`config.mk`:
```
export PLATFORM = sky130hd
export DESIGN_NAME = fmul_rr_arbiter
export DESIGN_NICKNAME = d
export VERILOG_FILES = /design/src/rtl/fmul_rr_arbiter.sv
export SDC_FILE = /design/constraint.sdc
export NUM_CORES = 1
export LEC_CHECK = 0
export ABC_AREA = 1
export ABC_CLOCK_PERIOD_IN_PS = 2950
export CELL_PAD_IN_SITES_DETAIL_PLACEMENT = 1
export CELL_PAD_IN_SITES_GLOBAL_PLACEMENT = 1
export CORE_MARGIN = 4
export CORE_UTILIZATION = 26
export CTS_BUF_LIST = sky130_fd_sc_hd__clkbuf_8
export DETAILED_ROUTE_END_ITERATION = 8
export PLACE_DENSITY = 0.91
export SLEW_MARGIN = 20
export SYNTH_ARGS = -nofsm -noshare
export SYNTH_HDL_FRONTEND = slang
export SYNTH_SLANG_ARGS = --single-unit
```
`constraint.sdc`:
```
create_clock -name clk -period 2.95 [get_ports clk]
set_input_delay 0.59 -clock clk [delete_from_list [all_inputs] [get_ports clk]]
set_output_delay 0.59 -clock clk [all_outputs]
set_load 0.01 [all_outputs]
```
`src/rtl/fmul_rr_arbiter.sv`:
```
// Round-robin front end sharing one pipelined float multiplier; results return to their issuer.
// Latency gnt->done is MUL_LAT+2 clocks; no stall path, one issue per clock, requesters hold req until granted.
module fmul_rr_arbiter #(
  parameter int NUM_REQ = 4,
  parameter int DW      = 32,
  parameter int MUL_LAT = 5,
  parameter int IDW     = 3
) (
  input  logic                  clk,
  input  logic                  rst,
  input  logic [NUM_REQ-1:0]    req,
  input  logic [NUM_REQ*DW-1:0] x_bus,
  input  logic [NUM_REQ*DW-1:0] y_bus,
  output logic [NUM_REQ-1:0]    gnt,
  output logic [DW-1:0]         mul_dataa,
  output logic [DW-1:0]         mul_datab,
  output logic                  mul_clk_en,
  input  logic [DW-1:0]         mul_result,
  output logic [DW-1:0]         xy,
  output logic [NUM_REQ-1:0]    done,
  output logic                  busy
);

  typedef struct packed {
    logic           vld;
    logic [IDW-1:0] id;
  } tag_t;

  logic [IDW-1:0]   ptr;
  tag_t [MUL_LAT:0] tag_pipe;
  logic             win_vld;
  logic [IDW-1:0]   win_id;
  logic             issue;
  logic [DW-1:0]    win_x;
  logic [DW-1:0]    win_y;

  // Two passes: indices at or above ptr first, then the wrapped ones below ptr.
  always_comb begin
    win_vld = 1'b0;
    win_id  = '0;
    for (int k = 0; k < NUM_REQ; k++) begin
      if (!win_vld && req[k] && (IDW'(k) >= ptr)) begin
        win_vld = 1'b1;
        win_id  = IDW'(k);
      end
    end
    for (int k = 0; k < NUM_REQ; k++) begin
      if (!win_vld && req[k]) begin
        win_vld = 1'b1;
        win_id  = IDW'(k);
      end
    end
  end

  assign issue      = win_vld & ~rst;
  assign mul_clk_en = ~rst;

  always_comb begin
    gnt   = '0;
    win_x = '0;
    win_y = '0;
    for (int k = 0; k < NUM_REQ; k++) begin
      gnt[k] = issue && (win_id == IDW'(k));
      if (gnt[k]) begin
        win_x = x_bus[k*DW +: DW];
        win_y = y_bus[k*DW +: DW];
      end
    end
  end

  always_comb begin
    busy = |done;
    for (int s = 0; s <= MUL_LAT; s++) begin
      busy = busy | tag_pipe[s].vld;
    end
  end

  always_ff @(posedge clk) begin
    if (rst) begin
      ptr       <= '0;
      mul_dataa <= '0;
      mul_datab <= '0;
      tag_pipe  <= '0;
      xy        <= '0;
      done      <= '0;
    end else begin
      tag_pipe[0] <= '{vld: issue, id: win_id};
      for (int s = 1; s <= MUL_LAT; s++) begin
        tag_pipe[s] <= tag_pipe[s-1];
      end
      if (issue) begin
        mul_dataa <= win_x;
        mul_datab <= win_y;
        ptr       <= (win_id == IDW'(NUM_REQ-1)) ? '0 : win_id + IDW'(1);
      end
      // The last tag stage lines up with the core's product for the same op.
      if (tag_pipe[MUL_LAT].vld) begin
        xy <= mul_result;
      end
      for (int k = 0; k < NUM_REQ; k++) begin
        done[k] <= tag_pipe[MUL_LAT].vld && (tag_pipe[MUL_LAT].id == IDW'(k));
      end
    end
  end

endmodule
```
==> summary.json <==
{
  "die_w_um": 176.1,
  "overflow": 0,
  "drtAntennaViolNets": 0,
  "hold_slack_ns": 0.4034,
  "crit_required_ns": 2.36,
  "grt.total_usage": 0.2286,
  "crit_type": "input port to output port",
  "hp-start": "tag_pipe[16]$_SDFF_PP0_",
  "final_net_count": 1885,
  "ctsLongestPathBuffers": 2,
  "worst_skew_pair.late_latency_ns": 0.46,
  "number_of_distinct_library_cells_after_synthesis": 27,
  "ctsRootBufferMaster": "clkbuf_8",
  "detailroute.via_count": 9357,
  "p_leak_nw": 5.600,
  "cts_hold_buf": 0,
  "crit_path_start_kind": "input port",
  "share_clk_of_total_power": 0.314,
  "sequential_cell_area_um2": 2402,
  "gp_congestion": 0.8415,
  "critPathArrivalTime_ns": 2.22,
  "place.port_buffers": 399,
  "p_seq_frac": 0.357,
  "share_of_post_route_cells_with_drive_strength_above_1": 0.06679,
  "hp-class": "flop to flop",
  "drtPass1Iterations": 4,
  "synth.cell_area_um2": 7347,
  "post-synth-top-area-fraction": 0.3270,
  "clk_pin_slew_ns": 0.09,
  "finalHoldViolCount": 0,
  "numPlacedInstances": 1948,
  "ioPinCount": 400,
  "number_of_antenna_violations_at_the_first_check_in_global_routing": 1,
  "fin_skew_ns": 0.01549,
  "route.detailed.vias_per_inst": 4.723,
  "synth_top_cells_by_area": "dfxtp_1 33%, nand2_1 13%, nand3_1 9.0%, inv_1 8.9%, a21oi_1 8.7%",
  "period_share": 0.9531,
  "cts_made_buffers": 17,
  "worstReg2RegStart": "ptr[1]$_SDFFE_PP0P_",
  "slew_viol_final": 0,
  "drtIter0Drc": 521,
  "grt_first_pass_wirelength_um": 55890,
  "die-height_um": 176.1,
  "placement_rows": 61,
  "die_area_um2": 31010,
  "syn2layout_area_growth_pct": 63.37,
  "synth_warnings": 0,
  "hold-path-cell-count": 2,
  "switching_power_mw": 1.803,
  "post-route-util": 0.4309,
  "syn-num-nets": 1518,
  "max_clock_freq_mhz": 355.6,
  "cts_tree": "yes",
  "min_period_ns": 2.812,
  "post_synthesis_area_per_instance_um2": 6.012,
  "timing.reg2reg.worst_path_depth": 13,
  "netlist_instances": 1222,
  "core_um2": 27860,
  "ys_ff_latch": 120,
  "rsz0062_at_grt": "false",
  "numClockSinks": 120,
  "cts_max_level": 4,
  "maxCapViolations": 0,
  "setup_violations": 0,
  "netSwitchingFraction": 0.3574,
  "floorplan.initialDensity": 0.2637,
  "r2r_slack_ns": 0.46,
  "cellInternalPower_mw": 3.242,
  "post-route-drc-count": 0,
  "final.fill_count": 3605,
  "synthDominantAreaCellType": "dfxtp_1",
  "finish.cell_count_without_fillers": 1981,
  "routed_wirelength_um": 36610,
  "timing_worst_slew_pin_value_ns": 0.9008,
  "vias_in_the_first_global_route": 9986,
  "reg2reg_to": "mul_datab[2]$_SDFFE_PP0P_",
  "worst_hold_path.endpoint": "tag_pipe[20]$_SDFF_PP0_",
  "timing.slew.headroom": 0.3995,
  "comb_power_share": 0.329,
  "setup-tns-final_ns": 0,
  "dpl.hpwl_um": 26600,
  "design_power_total_mw": 5.045,
  "largest_net_degree_at_the_start_of_global_routing": 67,
  "worst_setup_path_end_kind": "output port",
  "crit_fanout": 4,
  "power_per_cell_area_nw_per_um2": 420.3,
  "irDropWorstVdd_uv": 299.2,
  "run_status": "completed",
  "multi_input_comb_area_um2": 3600,
  "avgRoutedWirePerCell_um": 18.48,
  "ys_seq_area_frac": 0.3270
}
-- metal layers --
layer / wire length, um / up-vias / GRT usage / part of all wire
met2: 18500 / 300 / 0.4188 / 0.51
met4: 1340 / 0 / 0.08577 / 0.037
li1: - / 4483 / - / -
met5: 0 / - / 0 / 0
met3: 2206 / 72 / 0.04475 / 0.060
met1: 14560 / 4502 / 0.2621 / 0.40
-- state kept, by name (all words and copies together) (netlist names) --
name,flops
ptr,2
mul_dataa,32
xy,32
tag_pipe,18
done,4
mul_datab,32
-- cells in the mapped netlist, drive strengths merged --
cell type and count:
nand4 2, nand3 133, nand2 271, nor2 150
buf 50, clkinv 44, nor4 1, inv 178
o21ai 97, clkbuf 38, dfxtp 120, a21oi 131
nor3 5, ha 2
-- worst max-delay path by stage --
stage	start	end	slack, ns	cells after the start
finish	req[3]	gnt[0]	0.14	10
global route	req[3]	gnt[0]	0.05	10
CTS	req[3]	gnt[0]	0.12	10
detailed placement	req[2]	mul_dataa[15]$_SDFFE_PP0P_	-0.17	13
global placement	req[2]	gnt[0]	-0.11	10
floorplan	req[1]	gnt[3]	0.55	9
-- per-stage QoR --
stage                     setup WS [ns]  cell area (um2)
final                            0.1382            12000
after floorplan                  0.5483             7347
after global routing            0.04559            12000
after detailed placement        -0.1703            11620
after CTS                        0.1219            12000
after global placement          -0.1135            11620
-- logic make-up after synthesis --
kind of cell,Yosys count,share of synthesized area
compound gates,228,0.1579
simple gates,562,0.3237
buf+inv,310,0.1880
flops,120,0.3270
fa+ha+maj,2,0.003405
-- cells in the final DEF, fill, tap and decap left out, types with 6 or more instances in the layout --
cell,n
clkdlybuf4s50_1,393
nand2_1,245
inv_1,175
nor2_1,148
nand3_1,131
a21oi_1,128
dfxtp_1,120
o21ai_0,97
clkinv_1,44
buf_4,34
nand2_2,24
clkbuf_8,17
inv_6,7
dlygate4sd2_1,6
-- area by class of cell --
cell class	count	area share
Timing Repair Buffer	436	0.3584
Multi-Input combinational cell	792	0.2999
Sequential cell	120	0.2001
Inverter	222	0.06943
Tap cell	378	0.03940
Clock buffer	17	0.01949
Clock inverter	15	0.01303
Antenna cell	1	0.0002085
-- power by group through the flow --
stage | Clock, mW | Sequential [mW] | Combinational, mW
after floorplan | 0 | 1.87 | 0.726
after global placement | 0 | 1.83 | 1.63
after detailed placement | 0 | 1.83 | 1.67
after CTS | 1.65 | 1.80 | 1.68
after global routing | 1.70 | 1.81 | 1.82
final | 1.59 | 1.80 | 1.66
-- critical path, stage by stage --
cell and delay [ns]:
clkdlybuf4s50_1 0.46, a21oi_4 0.16, buf_4 0.15, nand3_2 0.06, nand2_2 0.09, inv_1 0.05, ha_1 0.22, nand3_4 0.10
inv_1 0.04, dlygate4sd2_1 0.27
-- repair_timing --
item                       CTS  global route
resized for setup            6             0
setup endpoints to repair    4             0
setup buffers                0             0
Power figures use the tool's default switching activity.
==> RTL change 1: new RTL, same settings <==
Set the parameter `MUL_LAT` to 10 (it was 5).
--- a/src/rtl/fmul_rr_arbiter.sv
+++ b/src/rtl/fmul_rr_arbiter.sv
@@ -3,7 +3,7 @@
 module fmul_rr_arbiter #(
   parameter int NUM_REQ = 4,
   parameter int DW      = 32,
-  parameter int MUL_LAT = 5,
+  parameter int MUL_LAT = 10,
   parameter int IDW     = 3
 ) (
   input  logic                  clk,
Formal check against the unedited RTL: not equivalent (a bounded check fails within 10 cycles, from zero or initial values and one cycle with rst high).
==> RTL change 1 against the original RTL <==
- synthesized cell count grew 4.3%
- utilization shrank 0.16 points
- sequential share of layout area grew 1.7 points
- count of clock-buffer cells in the layout is the same
- wire length grew 1.9%
- sequential cell count grew 15
- setup slack lost 30 ps
- design area grew 3.8%
- area after synthesis grew 5.0%
- power grew 3.0%
- first-iteration DRC count shrank 26%
- register-to-register slack lost 60 ps
- cell count grew 3.1%
- fmax shrank 1.0%
- critical endpoint is now gnt[3]
- largest power group unchanged
==> RTL change 1: results (changes against the original RTL) <==
post-place setup slack=-171.2 ps (was -170.3 ps); Reg-to-Reg End=mul_dataa[16]$_SDFFE_PP0P_ (was mul_datab[2]$_SDFFE_PP0P_); FF-to-FF setup slack=400 ps (was 460 ps); PortBufs=399 (unchanged); Worst Hold Path EP=tag_pipe[24]$_SDFF_PP0_ (was tag_pipe[20]$_SDFF_PP0_); GR Util All Layers=0.2185 (was 0.2286); cts repair resizes=4 (was 6); critical path arrival=2250 ps (was 2220 ps); R2R depth=9 (was 13); vias per cell=4.744 (was 4.723); Skew-Pair Late Insertion Delay=450 ps; sequential fraction of the synthesis area=0.3505 (was 0.3270); Fin Hold WS=400.4 ps (was 403.4 ps); routed vias=9692 (was 9357); outcome=finished clean (unchanged); Largest register FFs=33; VDD IR-drop max=0.2363 mV (was 0.2992 mV); Crit Path Class=primary input to primary output (unchanged); Worst-path clk slew=90 ps (about the same); Synth cell types=24 (was 27); Root Driver=clkbuf_8 (unchanged); HPWL after DPL=27220 um (was 26600 um); maximum level of the CTS H-tree=4 (unchanged); number of global-route vias before repair=10350 (was 9986); layout cells sized above 1=0.05502 (was 0.06679); Synth Area in Compound Gates=0.1486 (was 0.1579); Fillers=3724 (was 3605); hold depth=2 (unchanged); setup repair bufs after CTS=1 (was 0); FFs w/ async S/R, synth=0 (unchanged); P&R area growth vs syn=61.51% (was 63.37%); initial DRC count=383 (was 521); Post-Synth Adder-Cell Area=0.003245 (was 0.003406); final WL=37290 um (was 36610 um); mean post-synth cell area=6.053 sq um (was 6.012 sq um); placed insts=2004 (was 1948); initial antenna violation count=5 (was 1); GP Congestion=0.8688 (was 0.8415); largest net degree at the start of global routing=67 (unchanged); worst-path maximum fanout=3 (was 4); fraction of synthesized area in multiplexers=0 (unchanged); global-route wire length before repair=56950 um (was 55890 um); total nets after synthesis=1570 (was 1518); top cells by count, synth=270 x nand2_1, 207 x inv_1, 161 x nor2_1 (was 246 x nand2_1, 175 x inv_1, 148 x nor2_1); Tcrit/Tclk final=0.9633 (was 0.9531); HP Class=flip-flop to flip-flop (unchanged); Pleak=5.817 nW (was 5.600 nW); Worst Tran Pin Value=952.3 ps (was 900.8 ps); final net count=1938 (was 1885); Hold Crit Start=tag_pipe[20]$_SDFF_PP0_ (was tag_pipe[16]$_SDFF_PP0_); Synth area leaders=dfxtp_1 35%, nand2_1 13%, inv_1 10% (was dfxtp_1 33%, nand2_1 13%, nand3_1 9.0%); Worst Skew=18.89 ps (was 15.49 ps)
RTL change 1: cell types whose count changed in the layout (fill, tap and decap cells not counted), sizes merged, moves of 2 or more:
cell | unedited run | this run
buf | 37 | 40
dlymetal6s2s | 0 | 2
nor2 | 150 | 163
dlygate4sd2 | 6 | 4
nor4 | 1 | 3
nand3 | 133 | 131
nand2 | 271 | 277
clkinv | 45 | 32
inv | 188 | 216
dfxtp | 120 | 135
diode | 1 | 5
RTL change 1: per-layer routing:
layer  global-route usage  share of wire
met1               0.2488           0.40
met2               0.3943           0.50
met3              0.04461          0.061
met4              0.09589          0.034
met5                    0              0
RTL change 1: layout make-up:
type / instances / share of cell area
Timing Repair Buffer: 439 / 0.3498
Multi-Input combinational cell: 810 / 0.2897
Clock buffer: 17 / 0.01879
Tap cell: 384 / 0.03858
Clock inverter: 14 / 0.01306
Antenna cell: 5 / 0.001005
Sequential cell: 135 / 0.2170
Inverter: 239 / 0.07203
RTL change 1: logic make-up after synthesis:
family / count (synthesis)
compound gates: 226
flops: 135
fa+ha+maj: 2
simple gates: 582
buf+inv: 329
RTL change 1: worst max-delay path by stage:
| stage | from | endpoint | cells after the start |
|---|---|---|---|
| 2_1_floorplan | req[1] | gnt[3] | 9 |
| 3_3_place_gp | req[2] | gnt[0] | 10 |
| 6_report | req[0] | gnt[3] | 9 |
| 4_1_cts | req[1] | gnt[0] | 9 |
| 5_1_grt | req[0] | gnt[3] | 9 |
| 3_5_place_dp | req[2] | gnt[0] | 10 |
RTL change 1: critical path: stages:
cell	delay, ps
clkdlybuf4s50_1	450
a21oi_2	210
nand4_1	150
nand2_2	110
buf_4	120
ha_2	180
nand2_2	60
inv_1	40
dlygate4sd2_1	320
RTL change 1: power by group:
part           switching, W  internal (W)
registers         0.0000625       0.00193
logic              0.000807      0.000779
clock network      0.000851      0.000771
==> RTL change 2: new RTL, same settings <==
Made on the original files. Reset style: asynchronous (`rst`), changed in one clocked block.
--- a/src/rtl/fmul_rr_arbiter.sv
+++ b/src/rtl/fmul_rr_arbiter.sv
@@ -75,7 +75,7 @@
     end
   end
 
-  always_ff @(posedge clk) begin
+  always_ff @(posedge clk or posedge rst) begin
     if (rst) begin
       ptr       <= '0;
       mul_dataa <= '0;
Formal check against the unedited RTL: differs if rst is asserted again (counterexample within 4 cycles, from zero or initial values and one cycle with rst high); with rst held inactive, the same outputs for 10 cycles.
==> RTL change 2 against the original RTL <==
- synthesized cell count shrank 8.8%
- wire length grew 0.38%
- non-clock buffer count grew 3
- count of clock-buffer cells in the layout is the same
- utilization grew 0.95 points
- clock skew grew 1.8 ps
- design area grew 3.3%
- sequential cell count is the same
- area after synthesis grew 2.1%
- setup slack lost 87 ps
- critical endpoint unchanged
Power is not compared: it rests on default switching activity, and its combinational part moved more than twofold at a synthesized area within 25%.
==> RTL change 2: results (changes against the original RTL) <==
Num CTS Buffers=17 (unchanged); top cells by count, synth=423 x nand2_1, 197 x nand3_1, 120 x dfrtp_1 (was 246 x nand2_1, 175 x inv_1, 148 x nor2_1); VDD IR-drop max=0.3135 mV; Hold Crit Start=tag_pipe[9]$_DFF_PP0_ (was tag_pipe[16]$_SDFF_PP0_); initial antenna violation count=0 (was 1); number of diodes=0 (was 1); Avg WL per Cell=19.49 um (was 18.48 um); Largest regs=mul_dataa: 32 flops, mul_datab: 32 flops, xy: 32 flops (unchanged); GP Congestion=0.8481 (was 0.8415); Synth area leaders=dfrtp_1 40%, nand2_1 21%, nand3_1 13% (was dfxtp_1 33%, nand2_1 13%, nand3_1 9.0%); Reg-to-Reg Start=ptr[1]$_DFFE_PP0P_ (was ptr[1]$_SDFFE_PP0P_); CTS max path bufs=2 (unchanged); outcome=finished clean (unchanged); largest net degree at the start of global routing=65 (was 67); critical path arrival=2310 ps (was 2220 ps); HPWL after DPL=27720 um (was 26600 um); number of global-route vias before repair=9856 (was 9986); GR Util All Layers=0.2256 (was 0.2286); Root Driver=clkbuf_8 (unchanged); initial DRC count=446 (was 521); final net count=1791 (was 1885); PortBufs=399 (unchanged); Pleak=6.004 nW; Skew-Pair Late Insertion Delay=440 ps (was 460 ps); setup total negative slack=0 ps (unchanged); total nets after synthesis=1410 (was 1518); HP Class=flip-flop to flip-flop (unchanged); Pre-antenna DRT Iters=5 (was 4); sequential fraction of the synthesis area=0.4002 (was 0.3270); maximum level of the CTS H-tree=4 (unchanged); Worst-path clk slew=80 ps; worst-path maximum fanout=3 (was 4); Yosys Warn Count=0 (unchanged); global-route wire length before repair=55030 um (was 55890 um); CP startpoint=req[0] (was req[3]); FFs w/ async S/R, synth=1.000 (was 0); Fillers=3496 (was 3605); Worst Tran Pin Value=971.7 ps (was 900.8 ps); routed vias=8984 (was 9357); Synth cell types=25 (was 27); Worst Skew=17.25 ps (was 15.49 ps); layout cells sized above 1=0.09814 (was 0.06679); Primary FF master, synth=dfrtp_1 (was dfxtp_1)
==> RTL change 2: cell types whose count changed after synthesis, sizes merged, moves of 16 or more <==
cell    before  now
nand3b       0   64
dfrtp        0  120
inv        178  142
clkinv      44    1
nand2      271  427
clkbuf      38   22
o21ai       97    1
nor2       150   68
nand3      133  200
a21oi      131    3
dfxtp      120    0
==> RTL change 2: worst paths after layout <==
kind	to	slack, ps	cells past startpoint
max in group asynchronous	xy[31]$_DFFE_PP0P_	820	5
worst max register to register	mul_dataa[9]$_DFFE_PP0P_	490	10
min in group asynchronous	ptr[0]$_DFFE_PP0P_	780	3
worst min-delay path	tag_pipe[13]$_DFF_PP0_	360	0
worst max-delay path	gnt[0]	50	11
worst min register to register	tag_pipe[13]$_DFF_PP0_	360	0
==> RTL change 2: logic make-up after synthesis <==
logic type,after synthesis,share of synthesized area
fa+ha+maj,2,0.003334
buf+inv,220,0.1357
simple gates,768,0.4571
compound gates,4,0.003668
flops,120,0.4002
==> RTL change 2: where the power goes <==
part	internal [W]	leakage, nW	switching, W	total, W
Clock	0.000721	0.207	0.000877	0.00160
Sequential	0.00221	1.46	0.000355	0.00256
Combinational	0.00197	4.33	0.00231	0.00428
==> RTL change 2: per-stage QoR <==
stage	area (sq um)	setup slack [ps]	util	instances	total power [W]
after floorplan	7737	-888.8	-	1114	0.004689
after global placement	11960	-98.99	0.4246	1852	0.006720
after detailed placement	11960	-233.0	0.4246	1852	0.006901
after CTS	12390	88.45	0.4400	1885	0.008558
after global routing	12400	-3.114	0.4404	1886	0.009067
final	12400	51.63	0.4404	1886	0.008446
==> RTL change 2: timing repair <==
| item | 4_1_cts | 5_1_grt |
|---|---|---|
| pin swaps | 2 | 1 |
| endpoints found under the setup margin | 4 | 1 |
| setup buffers | 1 | 1 |
| gates resized for setup | 11 | 1 |
| hold buffers | 0 | 0 |
==> RTL change 2: critical path, stage by stage <==
cell and delay (ps):
clkdlybuf4s50_1 510, nand2_1 110, nand2_1 110, nand2_2 90, nand3_2 100, nand2_1 80
nor2_2 140, ha_2 200, nand3_4 90, inv_4 50, clkdlybuf4s15_1 220
==> RTL change 2: final cells by class <==
type / count / area share
Clock buffer: 17 / 0.01887
Clock inverter: 15 / 0.01423
Inverter: 143 / 0.04399
Multi-Input combinational cell: 774 / 0.2909
Sequential cell: 120 / 0.2421
Tap cell: 378 / 0.03814
Timing Repair Buffer: 439 / 0.3518
==> RTL change 2: routing by layer <==
metal / part of all wire / global-route usage / vias up
met3: 0.081 / 0.06604 / 51
met2: 0.52 / 0.4123 / 359
met1: 0.38 / 0.2482 / 4388
met5: 0 / 0 / -
li1: - / - / 4186
met4: 0.025 / 0.07799 / 0
